==> config.mk <==
export PLATFORM = sky130hd
export DESIGN_NAME = reply_seq
export DESIGN_NICKNAME = d
export VERILOG_FILES = /design/src/rtl/reply_seq_pkg.sv /design/src/rtl/reply_seq_gen.sv /design/src/rtl/reply_seq.sv
export SDC_FILE = /design/constraint.sdc
export NUM_CORES = 1
export LEC_CHECK = 0
export ABC_AREA = 1
export BUFFER_PORTS_ARGS = -buffer_cell sky130_fd_sc_hd__buf_4
export CAP_MARGIN = 30
export CORE_MARGIN = 3
export CORE_UTILIZATION = 25
export DETAILED_ROUTE_END_ITERATION = 8
export PLACE_DENSITY_LB_ADDON = 0.12
export SYNTH_ARGS = -nofsm -noshare
export SYNTH_HDL_FRONTEND = slang
export SYNTH_SLANG_ARGS = --single-unit
==> constraint.sdc <==
create_clock -name clk_i -period 2 [get_ports clk_i]
set_input_delay 0.4 -clock clk_i [delete_from_list [all_inputs] [get_ports clk_i]]
set_output_delay 0.4 -clock clk_i [all_outputs]
set_load 0.1 [all_outputs]
==> src/rtl/reply_seq_pkg.sv <==
// Shared types and constants for the reply sequencer and its pattern generator.
package reply_seq_pkg;

  typedef enum logic [2:0] {
    StIdle,
    StArm,
    StRecv,
    StGap,
    StSend,
    StWaitTx,
    StDone
  } state_e;

  typedef enum logic [1:0] {
    ModeInc,
    ModeDec,
    ModeAlt,
    ModeLfsr
  } mode_e;

  localparam logic [7:0] LfsrSeed = 8'h01;
  // Feedback taps for x^8+x^6+x^5+x^4+1, bit 7 is the x^8 stage.
  localparam logic [7:0] LfsrTaps = 8'hB8;
  localparam logic [7:0] AltA     = 8'h55;
  localparam logic [7:0] AltB     = 8'hAA;

  function automatic logic [7:0] lfsr_next(input logic [7:0] v);
    return {v[6:0], ^(v & LfsrTaps)};
  endfunction

endpackage

==> src/rtl/reply_seq_gen.sv <==
// Pattern generator: loads a mode-dependent start value on init, advances on step.
module reply_seq_gen
  import reply_seq_pkg::*;
(
  input  logic       clk_i,
  input  logic       reset_i,
  input  logic       init_i,
  input  logic       step_i,
  input  mode_e      mode_i,
  output logic [7:0] value_o
);

  mode_e      mode_q, mode_d;
  logic [7:0] value_q, value_d;

  always_comb begin
    mode_d  = mode_q;
    value_d = value_q;
    if (init_i) begin
      mode_d = mode_i;
      case (mode_i)
        ModeInc: value_d = 8'h00;
        ModeDec: value_d = 8'hFF;
        ModeAlt: value_d = AltA;
        default: value_d = LfsrSeed;
      endcase
    end else if (step_i) begin
      case (mode_q)
        ModeInc: value_d = value_q + 8'd1;
        ModeDec: value_d = value_q - 8'd1;
        ModeAlt: value_d = (value_q == AltA) ? AltB : AltA;
        default: value_d = lfsr_next(value_q);
      endcase
    end
  end

  always_ff @(posedge clk_i or posedge reset_i) begin
    if (reset_i) begin
      mode_q  <= ModeInc;
      value_q <= 8'h00;
    end else begin
      mode_q  <= mode_d;
      value_q <= value_d;
    end
  end

  assign value_o = value_q;

endmodule

==> src/rtl/reply_seq.sv <==
// Test responder: receives a byte count over RX, then streams generated bytes to TX
// with an idle gap before each byte, stopping early on the abort byte.
module reply_seq
  import reply_seq_pkg::*;
#(
  parameter int unsigned CountBytes = 1,
  parameter int unsigned GapCycles  = 5000000,
  parameter logic [7:0]  AbortByte  = 8'h55
) (
  input  logic                    clk_i,
  input  logic                    reset_i,
  input  logic                    activate_i,
  input  logic [1:0]              mode_i,
  output logic                    done_o,
  output logic                    aborted_o,
  output logic [8*CountBytes-1:0] sent_o,
  input  logic                    rx_ready_i,
  input  logic [7:0]              rx_data_i,
  input  logic                    tx_active_i,
  input  logic                    tx_done_i,
  output logic                    tx_start_o,
  output logic [7:0]              tx_data_o
);

  localparam int unsigned CW   = 8 * CountBytes;
  localparam int unsigned GW   = $clog2(GapCycles + 1);
  localparam int unsigned IdxW = 2;

  state_e          state_q, state_d;
  logic [CW-1:0]   count_q, count_d;
  logic [CW-1:0]   sent_q, sent_d;
  logic [IdxW-1:0] idx_q, idx_d;
  logic [GW-1:0]   gap_q, gap_d;
  logic            abort_q, abort_d;
  logic            aborted_q, aborted_d;
  logic            done_q, done_d;
  logic            tx_start_q, tx_start_d;
  logic [7:0]      tx_data_q, tx_data_d;
  logic            gen_init, gen_step;
  logic [7:0]      gen_value;
  logic            abort_hit;

  reply_seq_gen u_gen (
    .clk_i   (clk_i),
    .reset_i (reset_i),
    .init_i  (gen_init),
    .step_i  (gen_step),
    .mode_i  (mode_e'(mode_i)),
    .value_o (gen_value)
  );

  assign abort_hit = rx_ready_i && (rx_data_i == AbortByte) &&
                     (state_q inside {StGap, StSend, StWaitTx});

  always_comb begin
    state_d   = state_q;
    count_d   = count_q;
    sent_d    = sent_q;
    idx_d     = idx_q;
    gap_d     = gap_q;
    abort_d   = abort_q | abort_hit;
    aborted_d = aborted_q;
    tx_data_d = tx_data_q;
    gen_init  = 1'b0;
    gen_step  = 1'b0;

    case (state_q)
      StIdle: begin
        if (activate_i && !rx_ready_i) begin
          state_d   = StArm;
          count_d   = '0;
          sent_d    = '0;
          idx_d     = '0;
          abort_d   = 1'b0;
          aborted_d = 1'b0;
          gen_init  = 1'b1;
        end
      end
      StArm: state_d = StRecv;
      StRecv: begin
        if (rx_ready_i) begin
          for (int i = 0; i < int'(CountBytes); i++) begin
            if (idx_q == IdxW'(i)) count_d[8*i +: 8] = rx_data_i;
          end
          if (idx_q == IdxW'(CountBytes - 1)) begin
            state_d = (count_d == '0) ? StDone : StGap;
            gap_d   = '0;
          end else begin
            idx_d = idx_q + 1'b1;
          end
        end
      end
      StGap: begin
        if (abort_d) begin
          state_d = StDone;
        end else if (gap_q == GW'(GapCycles - 1)) begin
          state_d   = StSend;
          tx_data_d = gen_value;
        end else begin
          gap_d = gap_q + 1'b1;
        end
      end
      StSend: begin
        sent_d   = sent_q + 1'b1;
        gen_step = 1'b1;
        state_d  = StWaitTx;
      end
      StWaitTx: begin
        if (tx_done_i) begin
          if ((sent_q == count_q) || abort_d) begin
            state_d = StDone;
          end else begin
            state_d = StGap;
            gap_d   = '0;
          end
        end
      end
      StDone: begin
        if (!activate_i && !rx_ready_i && !tx_active_i) state_d = StIdle;
      end
      default: state_d = StIdle;
    endcase

    // Outputs are registered from the next state so they line up with the state register.
    tx_start_d = (state_d == StSend);
    done_d     = (state_d == StDone);
    if ((state_d == StDone) && (state_q != StDone)) aborted_d = abort_d;
  end

  always_ff @(posedge clk_i or posedge reset_i) begin
    if (reset_i) begin
      state_q    <= StIdle;
      count_q    <= '0;
      sent_q     <= '0;
      idx_q      <= '0;
      gap_q      <= '0;
      abort_q    <= 1'b0;
      aborted_q  <= 1'b0;
      done_q     <= 1'b0;
      tx_start_q <= 1'b0;
      tx_data_q  <= 8'h00;
    end else begin
      state_q    <= state_d;
      count_q    <= count_d;
      sent_q     <= sent_d;
      idx_q      <= idx_d;
      gap_q      <= gap_d;
      abort_q    <= abort_d;
      aborted_q  <= aborted_d;
      done_q     <= done_d;
      tx_start_q <= tx_start_d;
      tx_data_q  <= tx_data_d;
    end
  end

  assign done_o     = done_q;
  assign aborted_o  = aborted_q;
  assign sent_o     = sent_q;
  assign tx_start_o = tx_start_q;
  assign tx_data_o  = tx_data_q;

endmodule
Word level (Yosys, flattened, before mapping). Index checks and enable logic that the tools add are counted.

Bits in registers: 66. Input port bits: 16. Output and inout port bits: 19. Logic and storage cells: 114.

Add/sub/neg operators: 5. Equality and inequality tests: 25. Mux-type cells: 41. Bitwise logic cells: 2. Reduce and logical (&&, ||, !) cells: 29.

Operators with widths (number): $mux 23 (6); $pmux 23 s3 (1); $mux 8 (8); $pmux 8 s3 (2); $pmux 8 s2 (2); $mux 3 (9); $add 23x1->23 const B (1); $eq 23x23->1 const B (1); $pmux 3 s7 (1); $add 8x1->8 const B (2); $eq 8x7->1 const B (2); $ne 2x2->1 const B (8); $eq 3x3->1 const B (5); $reduce_bool 2->1 (5); $eq 8x8->1 (1); $logic_not 8->1 (1); $mux 1 (8); $reduce_xor 8->1 (1); $sub 8x1->8 const B (1); $reduce_and 7->1 (1); $eq 3x2->1 const B (2); $logic_and 1x1->1 (6); $logic_not 2->1 (3); $mux 2 (3); other kinds (15) (22).

Logic depth before layout (Yosys ltp). Gate-level depths: netlist of the first run.

Depth in word-level cells: 13. Gate-level depth with buffers: 16. Depth with buffers taken out: 15.

By module. Synthesis of the first run repeated with hierarchy kept, for this count alone.

Cells, all modules: 610. Area total of the unflattened synthesis: 4465.5 µm².

Modules (own cells, without submodules): reply_seq (times used 1, cells each 446, area an instance 3432.0 µm², seq. area each 1401.3 µm²); reply_seq_gen (times used 1, cells each 164, area an instance 1033.5 µm², seq. area each 250.2 µm²).

Worst setup path before layout of the first run. No wires, ideal clock.

Path kind: flip-flop to flip-flop. Start: reg sent_q[3], in the netlist sent_o[3]. End: reg gap_q[18]. Library setup time: 116 ps. Arrival: 2188 ps. Data required time: 1884 ps. Slack: -305 ps. Stages on the path, launching flop included: 16. Buffers on the path: 2. Clock period less this slack: 2305 ps. Cell sequence: dfrtp_1 -> inv_1 -> nand2_1 -> nand2_1 -> nor2_1 -> nand2_1 -> nor2_1 -> nor2_1 -> nand2_1 -> nand2_1 -> nand2_4 -> inv_2 -> buf_6 -> buf_6 -> nand2_1 -> nand2_1.

Longest elaborated chain between the ends: 4.

Ends and longest elaborated chain: from (decl) (line reply_seq.sv:31) `logic [CW-1:0] sent_q, sent_d;`; from (signal assigned) (line reply_seq.sv:145) `sent_q <= sent_d;`; $eq 8x8->1 (line reply_seq.sv:110) `if ((sent_q == count_q) || abort_d) begin`; $logic_or 1x1->1 (line reply_seq.sv:110); $ne 2x2->1 (no line); $reduce_and 7->1 (no line); to (signal assigned) (line reply_seq.sv:147) `gap_q <= gap_d;`; to (decl) (line reply_seq.sv:33) `logic [GW-1:0] gap_q, gap_d;`.

Every way passes these cells. A chain may end at the register's enable or synchronous reset.

Worst setup path in the final report of the first run.
Start: reg idx_q[1]. End: reg tx_start_q, in the netlist tx_start_o.

Longest elaborated chain between the ends: 10.

Ends and longest elaborated chain: from (decl) (line reply_seq.sv:32) `logic [IdxW-1:0] idx_q, idx_d;`; from (signal assigned) (line reply_seq.sv:146) `idx_q <= idx_d;`; $logic_not 2->1 (*) (line reply_seq.sv:83, reply_seq.sv:85); $mux 8 (line reply_seq.sv:83) `if (idx_q == IdxW'(i)) count_d[8*i +: 8] = rx_data_i;`; $mux 8 (line reply_seq.sv:81) `if (rx_ready_i) begin`; $mux 8 (line reply_seq.sv:67) `case (state_q)`; $logic_not 8->1 (line reply_seq.sv:86) `state_d = (count_d == '0) ? StDone : StGap;`; $mux 3 (line reply_seq.sv:86); $mux 3 (*) (line reply_seq.sv:85) `if (idx_q == IdxW'(CountBytes - 1)) begin`; $mux 3 (*) (line reply_seq.sv:81); $pmux 3 s7 (*) (line reply_seq.sv:67); net state_d[0] (line reply_seq.sv:29) `state_e state_q, state_d;`; $eq 3x3->1 (*) (line reply_seq.sv:125) `tx_start_d = (state_d == StSend);`; net tx_start_d (line reply_seq.sv:37) `logic tx_start_q, tx_start_d;`; to (signal assigned) (line reply_seq.sv:151) `tx_start_q <= tx_start_d;`; to (decl) (line reply_seq.sv:37).

The timed path passes the listed nets; every way through them passes the cells marked *. The select of a mux whose other input is x is not followed.

==> flow_metrics.py, run 1 <==
metrics = {
    "worst_setup_path": {
        "crit_start": "idx_q[1]",
        "endpoint": "tx_start_o",
        "worst_ep_arrival_time_ps": 2160,
        "start_kind": "flip-flop",
        "reg2reg_depth": 11,
        "crit_path_end_kind": "flip-flop",
        "r2r-end": "tx_start_o",
        "crit_path_max_fanout": 7,
        "crit_type": "flip-flop to flip-flop",
        "r2r_setup_slack_ps": 90,
        "worstReg2RegStart": "idx_q[1]",
        "crit_required_ps": 2260,
    },
    "route": {
        "drt-initial-drc-count": 279,
        "drtPass1Iterations": 6,
        "dr_wl_met3_um": 440,
        "wl_met2_mm": 5.892,
        "antenna_left": 0,
        "wl_met1_mm": 5.759,
        "drc": 0,
        "vias": 4086,
        "routed_wl_mm": 12.28,
        "dr.max_layer_used": "met4",
        "avgRoutedWirePerCell_um": 13.88,
        "via_per_inst": 4.617,
    },
    "clock_tree": {
        "numCtsBuffers": 9,
        "htree_levels": 3,
        "cts_tree": "done",
        "worst_skew_pair.late_latency_ps": 350,
        "clkSinkCount": 66,
        "path_clk_slew_ps": 60,
        "root_buffer": "clkbuf_16",
        "cts_buffer_depth": 2,
        "cts_hold_buf": 0,
    },
    "yosys": {
        "syn_inst": 588,
        "yosys.area.top_type_share_pct": 39.08,
        "ys_async_sr_fraction_pct": 100.0,
        "ys_warn_count": 0,
        "synth.most_common_cell": "nand2_1",
        "synth_area_leaders": "dfrtp_1, nand2_1, inv_1",
        "synthFlopType": "dfrtp_1",
        "synth_area_um2": 4227,
        "yosysTopAreaCell": "dfrtp_1",
        "synth_fp_nets": 617,
        "synth_common_cells": "nand2_1, inv_1, dfrtp_1, nor2_1",
        "synth-edff-count": 0,
        "synth_area_per_cell_um2": 7.188,
        "ys_seq_area_share_pct": 39.08,
        "yosysUniqueCellTypes": 34,
        "synth_seq_cells": 66,
    },
    "sta": {
        "hold_ws_ps": 38.74,
        "finalSetupTns_ps": 0,
        "fin_skew_ps": 11.17,
        "maxSlewViolCount": 0,
        "rsz0062_at_grt": "true",
        "fin_crit_ps": 1905,
        "max-slew-margin-rel_pct": 70.36,
        "tightestPinTransition_ps": 441.2,
        "fmax_mhz": 524.9,
        "finalHoldViolCount": 0,
        "fin_crit_sh_pct": 95.26,
        "setup_viol_count_final": 0,
    },
    "global_routing": {
        "antenna_found_initial": 0,
        "grt_pass1_vias": 3916,
        "overflow": 0,
        "grtUsageTotal_pct": 13.94,
        "grt_max_degree": 32,
        "grt_pass1_wl_mm": 20.33,
    },
    "floorplanning": {
        "start_util_pct": 26.04,
        "core-area_um2": 16230,
        "die_w_um": 136.0,
        "rows": 46,
        "ios": 35,
        "die_y_um": 136.0,
        "die-area_um2": 18500,
    },
    "power_and_ir_drop": {
        "ir_worst_vdd_v": 0.0005177,
        "leakagePower_uw": 0.002605,
        "p_per_area_nw_per_um2": 1412,
    },
    "placed_design": {
        "io_buffer_count": 34,
        "dp_hpwl_mm": 9.192,
        "gp_congestion": 0.8455,
    },
    "flow_run": {
        "drv_cap": 0,
    },
    "layout": {
        "fin_nets": 693,
        "drive_gt1_share_pct": 23.62,
        "n_antenna_cell": 0,
        "area_growth_pct": 31.50,
    },
    "status": {
        "status": "complete, no violations",
    },
    "worst_hold_path": {
        "hold_path.class": "input port to asynchronous set/reset pin",
    },
}
layout make-up:
type / count / area, um2
Inverter: 76 / 301.5
Sequential cell: 66 / 1662
Tap cell: 216 / 270.3
Timing Repair inverter: 1 / 7.507
Fill cell: 1768 / 10670
Clock inverter: 6 / 66.31
Timing Repair Buffer: 77 / 630.6
Clock buffer: 10 / 239.0
Multi-Input combinational cell: 433 / 2381
through the flow:
| step | instance area, um2 | worst slack [ps] | power, uW | utilization, % | std cells |
|---|---|---|---|---|---|
| 2_1_floorplan | 4243 | 13.64 | 4545 | - | 588 |
| 3_3_place_gp | 5001 | 94.98 | 5654 | 30.81 | 860 |
| 3_5_place_dp | 5001 | 53.44 | 5675 | 30.81 | 860 |
| 4_1_cts | 5306 | 40.80 | 7368 | 32.69 | 876 |
| 5_1_grt | 5558 | -51.72 | 8521 | 34.24 | 885 |
| 6_report | 5558 | 94.88 | 7849 | 34.24 | 885 |
how the worst min path moves through the flow:
stage / from / endpoint / slack, ps / cells past startpoint
floorplan: u_gen.mode_q[0] / u_gen.mode_q[0] / 470 / 2
global placement: reset_i / u_gen.value_o[7] / 410 / 2
detailed placement: reset_i / u_gen.value_o[5] / 420 / 2
CTS: reset_i / u_gen.value_o[5] / 40 / 2
global route: reset_i / u_gen.value_o[7] / 50 / 2
finish: reset_i / u_gen.value_o[7] / 40 / 2
what timing repair did:
| item | in CTS | in global routing |
|---|---|---|
| endpoints found under the setup margin | 0 | 32 |
| resized for setup | 0 | 50 |
| setup buffers | 0 | 8 |
cells by family after synthesis:
group	count (synthesis)	synth area share, %
AND/OR/NAND/NOR	309	31.91
buffers and inverters	89	8.348
AO/OA/AOI/OAI	86	11.43
flip-flops	66	39.08
XOR/XNOR	24	4.974
adder cells (fa/ha/maj)	13	4.026
multiplexers	1	0.2368
critical path, stage by stage (launching register included):
cell and delay, ps:
dfrtp_1 370, inv_2 80, ha_4 170, clkinvlp_4 210
o21ai_2 200, nand2_1 80, nor2_2 130, nand2_1 60
a21oi_1 120, o21a_1 140, nand2_1 70, nor3b_1 170
layout by cell type, fill, tap and decap left out, types with 4 or more instances in the layout:
| cell | count |
|---|---|
| nor3_1 | 10 |
| o21ai_0 | 37 |
| a21oi_1 | 15 |
| nand2_1 | 161 |
| buf_4 | 71 |
| nor2_2 | 7 |
| a21oi_2 | 4 |
| xor2_1 | 21 |
| nor2_1 | 50 |
| inv_1 | 64 |
| ha_4 | 6 |
| nor2_4 | 4 |
| clkbuf_16 | 9 |
| nand2_2 | 5 |
| o211ai_1 | 4 |
| inv_2 | 7 |
| ha_1 | 6 |
| nand3_2 | 4 |
| a22oi_1 | 4 |
| nand4_1 | 11 |
| o22ai_1 | 12 |
| dfrtp_1 | 58 |
| nor4_1 | 6 |
| nand3_1 | 41 |
| clkinvlp_4 | 4 |
| o21ai_2 | 5 |
| dfrtp_2 | 8 |
per-layer routing:
| metal | vias up | GRT usage (%) |
|---|---|---|
| li1 | 2068 | - |
| met1 | 1926 | 18.51 |
| met2 | 74 | 22.18 |
| met3 | 18 | 3.627 |
| met4 | 0 | 4.423 |
| met5 | - | 0 |
state kept, by name (all words and copies together) (netlist names):
register / flops
gap_q: 23
count_q: 8
sent_o: 8
tx_data_o: 8
u_gen.value_o: 8
state_q: 3
idx_q: 2
u_gen.mode_q: 2
abort_q: 1
aborted_o: 1
done_o: 1
tx_start_o: 1
where the power goes:
group,leakage [uW],switching (uW),internal (uW),total [uW]
Sequential,0.000859,312,1660,1970
Clock,0.000152,634,1000,1640
Combinational,0.00159,2660,1580,4250
Power figures use the tool's default switching activity.
==> run 2: changes to the inputs <==
==> constraint.sdc (replaced) <==
create_clock -name clk_i -period 2 [get_ports clk_i]
set_input_delay 0.4 -clock clk_i [delete_from_list [all_inputs] [get_ports clk_i]]
set_output_delay 0.4 -clock clk_i [all_outputs]
set_load 0.005 [all_outputs]
==> flow_metrics.py, run 2 (same netlist as run 1, synthesis figures left out) <==
metrics = {
    "route": {
        "drc": 0,
        "via_per_inst": 4.575,
        "avgRoutedWirePerCell_um": 13.81,
        "drtPass1Iterations": 4,
        "drt-initial-drc-count": 200,
        "vias": 4026,
        "routed_wl_mm": 12.15,
        "antenna_left": 0,
    },
    "layout": {
        "n_antenna_cell": 0,
        "fin_nets": 688,
        "largest-register": "gap_q",
        "fin_area_um2": 5385,
        "largest_register_ffs": 23,
        "drive_gt1_share_pct": 19.13,
        "area_growth_pct": 27.41,
        "final_cell_count_no_fill": 880,
        "final_core_util_pct": 33.18,
        "nFillCells": 1784,
        "final_common_cell": "nand2_1",
        "layout_common_cells": "nand2_1, buf_4, inv_1, dfrtp_1, nor2_1",
    },
    "worst_setup_path": {
        "worstReg2RegStart": "u_gen.value_o[0]",
        "path_cells": "fa_1, nand3_1, nand3_1, nand2_1, nand2_1, a21oi_1, or2_2, nand3_1, a22oi_1",
        "worst_ep_arrival_time_ps": 2150,
        "crit_path_max_fanout": 5,
        "crit_path_end_kind": "flip-flop",
        "crit_start": "u_gen.value_o[0]",
        "crit_required_ps": 2260,
        "crit_type": "flip-flop to flip-flop",
        "slowest_stage": "fa_1",
        "reg2reg_depth": 9,
        "max_stage_delay_ps": 480,
        "crit_top_cell": "nand3_1",
        "start_kind": "flip-flop",
        "r2r_setup_slack_ps": 110,
        "r2r-end": "u_gen.value_o[6]",
    },
    "clock_tree": {
        "cts_hold_buf": 0,
        "cts_tree": "done",
        "path_clk_slew_ps": 60,
        "clkSinkCount": 66,
        "htree_levels": 3,
        "cts_buffer_depth": 2,
        "worst_skew_pair.late_latency_ps": 340,
        "root_buffer": "clkbuf_16",
        "numCtsBuffers": 9,
    },
    "placed_design": {
        "dpl_cell_area_um2": 5004,
        "dp_cells": 860,
        "io_buffer_count": 34,
        "gp_congestion": 0.8482,
        "dp_slack_ps": 1.654,
        "dp_hpwl_mm": 8.973,
    },
    "sta": {
        "fin_crit_sh_pct": 94.46,
        "setup_viol_count_final": 0,
        "setup_slack_ps": 110.9,
        "fmax_mhz": 529.3,
        "maxSlewViolCount": 0,
        "finalHoldViolCount": 0,
        "fin_crit_ps": 1889,
        "tightestPinTransition_ps": 495.4,
        "hold_ws_ps": 155.2,
        "fin_skew_ps": 8.177,
        "max-slew-margin-rel_pct": 66.67,
    },
    "floorplanning": {
        "rows": 46,
        "start_util_pct": 26.04,
        "ios": 35,
        "core-area_um2": 16230,
        "die-area_um2": 18500,
        "die_w_um": 136.0,
        "die_y_um": 136.0,
    },
    "global_routing": {
        "grtUsageTotal_pct": 13.89,
        "grt_pass1_vias": 4065,
        "antenna_found_initial": 0,
        "overflow": 0,
        "grt_pass1_wl_mm": 20.28,
        "grt_max_degree": 67,
    },
    "power_and_ir_drop": {
        "leakagePower_uw": 0.002582,
        "p_comb_share_pct": 48.9,
        "pwr-share-seq_pct": 28.3,
        "p_per_area_nw_per_um2": 1285,
        "p_clk_share_pct": 22.8,
        "power_switching_uw": 2914,
        "cellInternalPower_uw": 4006,
        "switching_share_pct": 42.11,
        "ir_worst_vdd_v": 0.0005576,
    },
    "flow_run": {
        "drv_cap": 0,
    },
    "worst_hold_path": {
        "hold_path.class": "input port to asynchronous set/reset pin",
    },
    "status": {
        "status": "complete, no violations",
    },
}
==> run 2: cell types whose count changed in the layout (fill, tap and decap cells not counted), sizes merged <==
cell      change
clkinvlp      -2
inv           +2
buf           -4
clkbuf        -1
==> run 2: routing by layer <==
metal / vias up / global-route usage [%] / share of wire (%)
li1: 2056 / - / -
met1: 1892 / 18.34 / 48
met2: 70 / 22.40 / 47
met3: 8 / 3.775 / 4.1
met4: 0 / 3.807 / 0.95
met5: - / 0 / 0
==> run 2: power groups by stage <==
| stage | logic [uW] | clock network [uW] | registers (uW) |
|---|---|---|---|
| finish | 3380 | 1580 | 1960 |
| global placement | 3220 | 0 | 1950 |
| global route | 3830 | 1700 | 2010 |
| CTS | 3260 | 1640 | 1930 |
| floorplan | 2120 | 0 | 1890 |
| detailed placement | 3240 | 0 | 1950 |
==> run 2: worst max-delay path, delay by kind of cell (launching register included) <==
kind / cells / cell delay [ps]
adder cells (fa/ha/maj): 1 / 480
AND/OR/NAND/NOR: 6 / 550
flip-flops: 1 / 460
AO/OA/AOI/OAI: 2 / 320
==> run 2: cell type report <==
| cell class | instances | area (um2) | share of cell area (%) |
|---|---|---|---|
| clock inverters | 7 | 70.07 | 1.301 |
| repair buffers | 73 | 601.8 | 11.18 |
| flip-flops and latches | 66 | 1658 | 30.79 |
| clock buffers | 9 | 225.2 | 4.182 |
| multi-input cells | 433 | 2268 | 42.12 |
| well taps | 216 | 270.3 | 5.019 |
| inverters | 76 | 291.5 | 5.414 |
==> run 2: stage by stage <==
stage | total power, uW | setup TNS (ps)
final | 6920 | 0
after global routing | 7542 | -13.71
after CTS | 6834 | 0
after detailed placement | 5191 | 0
after global placement | 5168 | 0
after floorplan | 4012 | 0
==> run 2: worst max path at each step <==
stage                            end  slack [ps]  cells after the start
finish              u_gen.value_o[6]         110                      9
global route        u_gen.value_o[7]         -10                     11
CTS                       tx_start_o          60                     11
detailed placement        tx_start_o           2                     11
global placement            gap_q[2]          80                     13
floorplan           u_gen.value_o[5]          30                     11
==> run 2: timing repair <==
action	CTS	global route
gates resized for setup	2	24
buffers inserted	0	4
setup endpoints to repair	1	28
pin swaps	0	1
==> run 3: changes to the inputs <==
--- a/config.mk
+++ b/config.mk
@@ -11,4 +11,5 @@
 export CORE_MARGIN = 3
 export CORE_UTILIZATION = 25
+export CTS_BUF_LIST = sky130_fd_sc_hd__clkbuf_8
 export DETAILED_ROUTE_END_ITERATION = 8
 export PLACE_DENSITY_LB_ADDON = 0.12
==> constraint.sdc (replaced) <==
create_clock -name clk_i -period 2 [get_ports clk_i]
set_input_delay 0.6 -clock clk_i [delete_from_list [all_inputs] [get_ports clk_i]]
set_output_delay 0.6 -clock clk_i [all_outputs]
set_load 0.005 [all_outputs]
==> flow_metrics.py, run 3 (same netlist as run 1, synthesis figures left out) <==
metrics = {
    "status": {
        "status": "complete, no violations",
    },
    "worst_setup_path": {
        "reg2reg_depth": 11,
        "critPathBufInv": 3,
        "path_cells": "inv_2, nor2_4, buf_4, ha_1, inv_1, o21ai_1, nand3_1, nand3_1, xor2_1, nand2_1, a22oi_2",
        "worstReg2RegStart": "u_gen.mode_q[0]",
        "crit_required_ps": 2280,
        "crit_cells": 11,
        "cp_top_family": "flip-flops",
        "start_kind": "flip-flop",
        "crit_path_max_fanout": 5,
        "r2r-end": "u_gen.value_o[7]",
        "worst_ep_arrival_time_ps": 2170,
        "max_stage_delay_ps": 410,
        "slowest_stage": "dfrtp_1",
        "crit_type": "flip-flop to flip-flop",
        "crit_top_cell": "nand3_1",
        "crit_path_end_kind": "flip-flop",
        "r2r_setup_slack_ps": 110,
    },
    "floorplanning": {
        "start_util_pct": 26.04,
        "die_w_um": 136.0,
        "rows": 46,
        "core-area_um2": 16230,
        "die-area_um2": 18500,
        "ios": 35,
        "die_y_um": 136.0,
    },
    "power_and_ir_drop": {
        "switching_share_pct": 44.64,
        "ir_worst_vdd_v": 0.0004096,
        "p_comb_share_pct": 51.9,
        "total_power_uw": 6507,
        "power_switching_uw": 2905,
        "cellInternalPower_uw": 3603,
        "p_per_area_nw_per_um2": 1210,
        "pwr-share-seq_pct": 30.2,
        "p_clk_share_pct": 17.8,
        "leakagePower_uw": 0.002586,
    },
    "worst_hold_path": {
        "hold_path.class": "input port to asynchronous set/reset pin",
    },
    "route": {
        "routed_wl_mm": 11.90,
        "drt-initial-drc-count": 202,
        "avgRoutedWirePerCell_um": 13.37,
        "drc": 0,
        "antenna_left": 0,
        "drtPass1Iterations": 4,
        "vias": 3981,
        "via_per_inst": 4.473,
    },
    "global_routing": {
        "grt_pass1_vias": 4042,
        "overflow": 0,
        "grtUsageTotal_pct": 13.63,
        "gr-usage-met2_pct": 21.55,
        "grt_max_degree": 58,
        "antenna_found_initial": 0,
        "grt_pass1_wl_mm": 20.06,
        "use_met1_pct": 18.56,
        "use_met3_pct": 3.553,
        "top_usage_layer": "met2",
    },
    "clock_tree": {
        "numCtsBuffers": 9,
        "clkSinkCount": 66,
        "cts_buffer_depth": 2,
        "worst_skew_pair.late_latency_ps": 370,
        "cts_hold_buf": 0,
        "path_clk_slew_ps": 90,
        "cts_tree": "done",
        "htree_levels": 3,
        "root_buffer": "clkbuf_8",
        "cts_setup_buffers": 0,
    },
    "layout": {
        "drive_gt1_share_pct": 20.77,
        "area_growth_pct": 27.24,
        "final_common_cell": "nand2_1",
        "layout_common_cells": "nand2_1, buf_4, inv_1, dfrtp_1, nor2_1",
        "fin_nets": 698,
        "n_antenna_cell": 0,
        "largest_register_ffs": 23,
        "largest-register": "gap_q",
        "final_cell_count_no_fill": 890,
        "fin_area_um2": 5378,
        "nFillCells": 1760,
    },
    "placed_design": {
        "dp_cells": 873,
        "dp_slack_ps": -138.1,
        "gp_congestion": 0.8482,
        "dpl_cell_area_um2": 5076,
        "io_buffer_count": 34,
        "dp_hpwl_mm": 8.967,
    },
    "sta": {
        "setup_viol_count_final": 0,
        "finalHoldViolCount": 0,
        "hold_ws_ps": 157.8,
        "fin_skew_ps": 14.89,
        "max-slew-margin-rel_pct": 73.17,
        "fin_crit_sh_pct": 94.39,
        "fmax_mhz": 529.7,
        "tightestPinTransition_ps": 398.7,
        "fin_crit_ps": 1888,
        "setup_slack_ps": 112.3,
        "maxSlewViolCount": 0,
    },
    "flow_run": {
        "drv_cap": 0,
    },
}
==> run 3: cell types whose count changed in the layout (fill, tap and decap cells not counted), moves of 2 or more <==
cell	delta
buf_12	-2
buf_4	+11
clkbuf_16	-9
clkbuf_8	+9
dfrtp_1	+4
dfrtp_2	-4
ha_4	+2
o21ai_1	-4
o21ai_2	+5
==> run 3: final cells by class <==
class	count	area (um2)	area share, %
timing repair buffer	82	644.4	11.98
inverter	76	299.0	5.561
sequential	66	1653	30.74
clock inverter	7	71.32	1.326
tap	216	270.3	5.026
clock buffer	9	123.9	2.303
multi-input combinational	433	2311	42.97
timing repair inverter	1	5.005	0.09307
==> run 3: per-stage QoR <==
| stage | TNS (ps) | util (%) |
|---|---|---|
| 5_1_grt | -16.14 | 33.13 |
| 3_5_place_dp | -879.1 | 31.28 |
| 3_3_place_gp | -324.8 | 31.28 |
| 4_1_cts | 0 | 32.51 |
| 6_report | 0 | 33.13 |
| 2_1_floorplan | 0 | - |
==> run 3: power groups by stage <==
stage	Clock (uW)	Sequential (uW)	Combinational, uW
5_1_grt	1260	2030	3840
6_report	1160	1970	3380
4_1_cts	1220	1950	3180
3_5_place_dp	0	1970	3120
3_3_place_gp	0	1970	3110
2_1_floorplan	0	1890	2120
==> run 3: how the worst max path moves through the flow <==
stage                          startpoint                to
after floorplan           u_gen.mode_q[1]  u_gen.value_o[5]
after global placement           idx_q[0]        tx_start_o
after detailed placement         idx_q[0]        tx_start_o
after CTS                        idx_q[0]        tx_start_o
after global routing             idx_q[1]         aborted_o
final                     u_gen.mode_q[0]  u_gen.value_o[7]
==> run 3: metal layers <==
| layer | part of all wire, % | vias up |
|---|---|---|
| met5 | 0 | - |
| met4 | 1.0 | 0 |
| met3 | 3.3 | 12 |
| met2 | 46 | 48 |
| met1 | 50 | 1846 |
| li1 | - | 2075 |
==> run 3: timing repair <==
item,4_1_cts,5_1_grt
setup endpoints to repair,4,22
pin swaps,0,1
gates cloned,0,1
resized for setup,7,27
==> run 3: worst reg2reg max path, delay by kind of cell, from the launching register on <==
family | cells | cell delay, ps
buffers and inverters | 3 | 320
adder cells (fa/ha/maj) | 1 | 340
flip-flops | 1 | 410
AND/OR/NAND/NOR | 4 | 340
AO/OA/AOI/OAI | 2 | 250
XOR/XNOR | 1 | 140
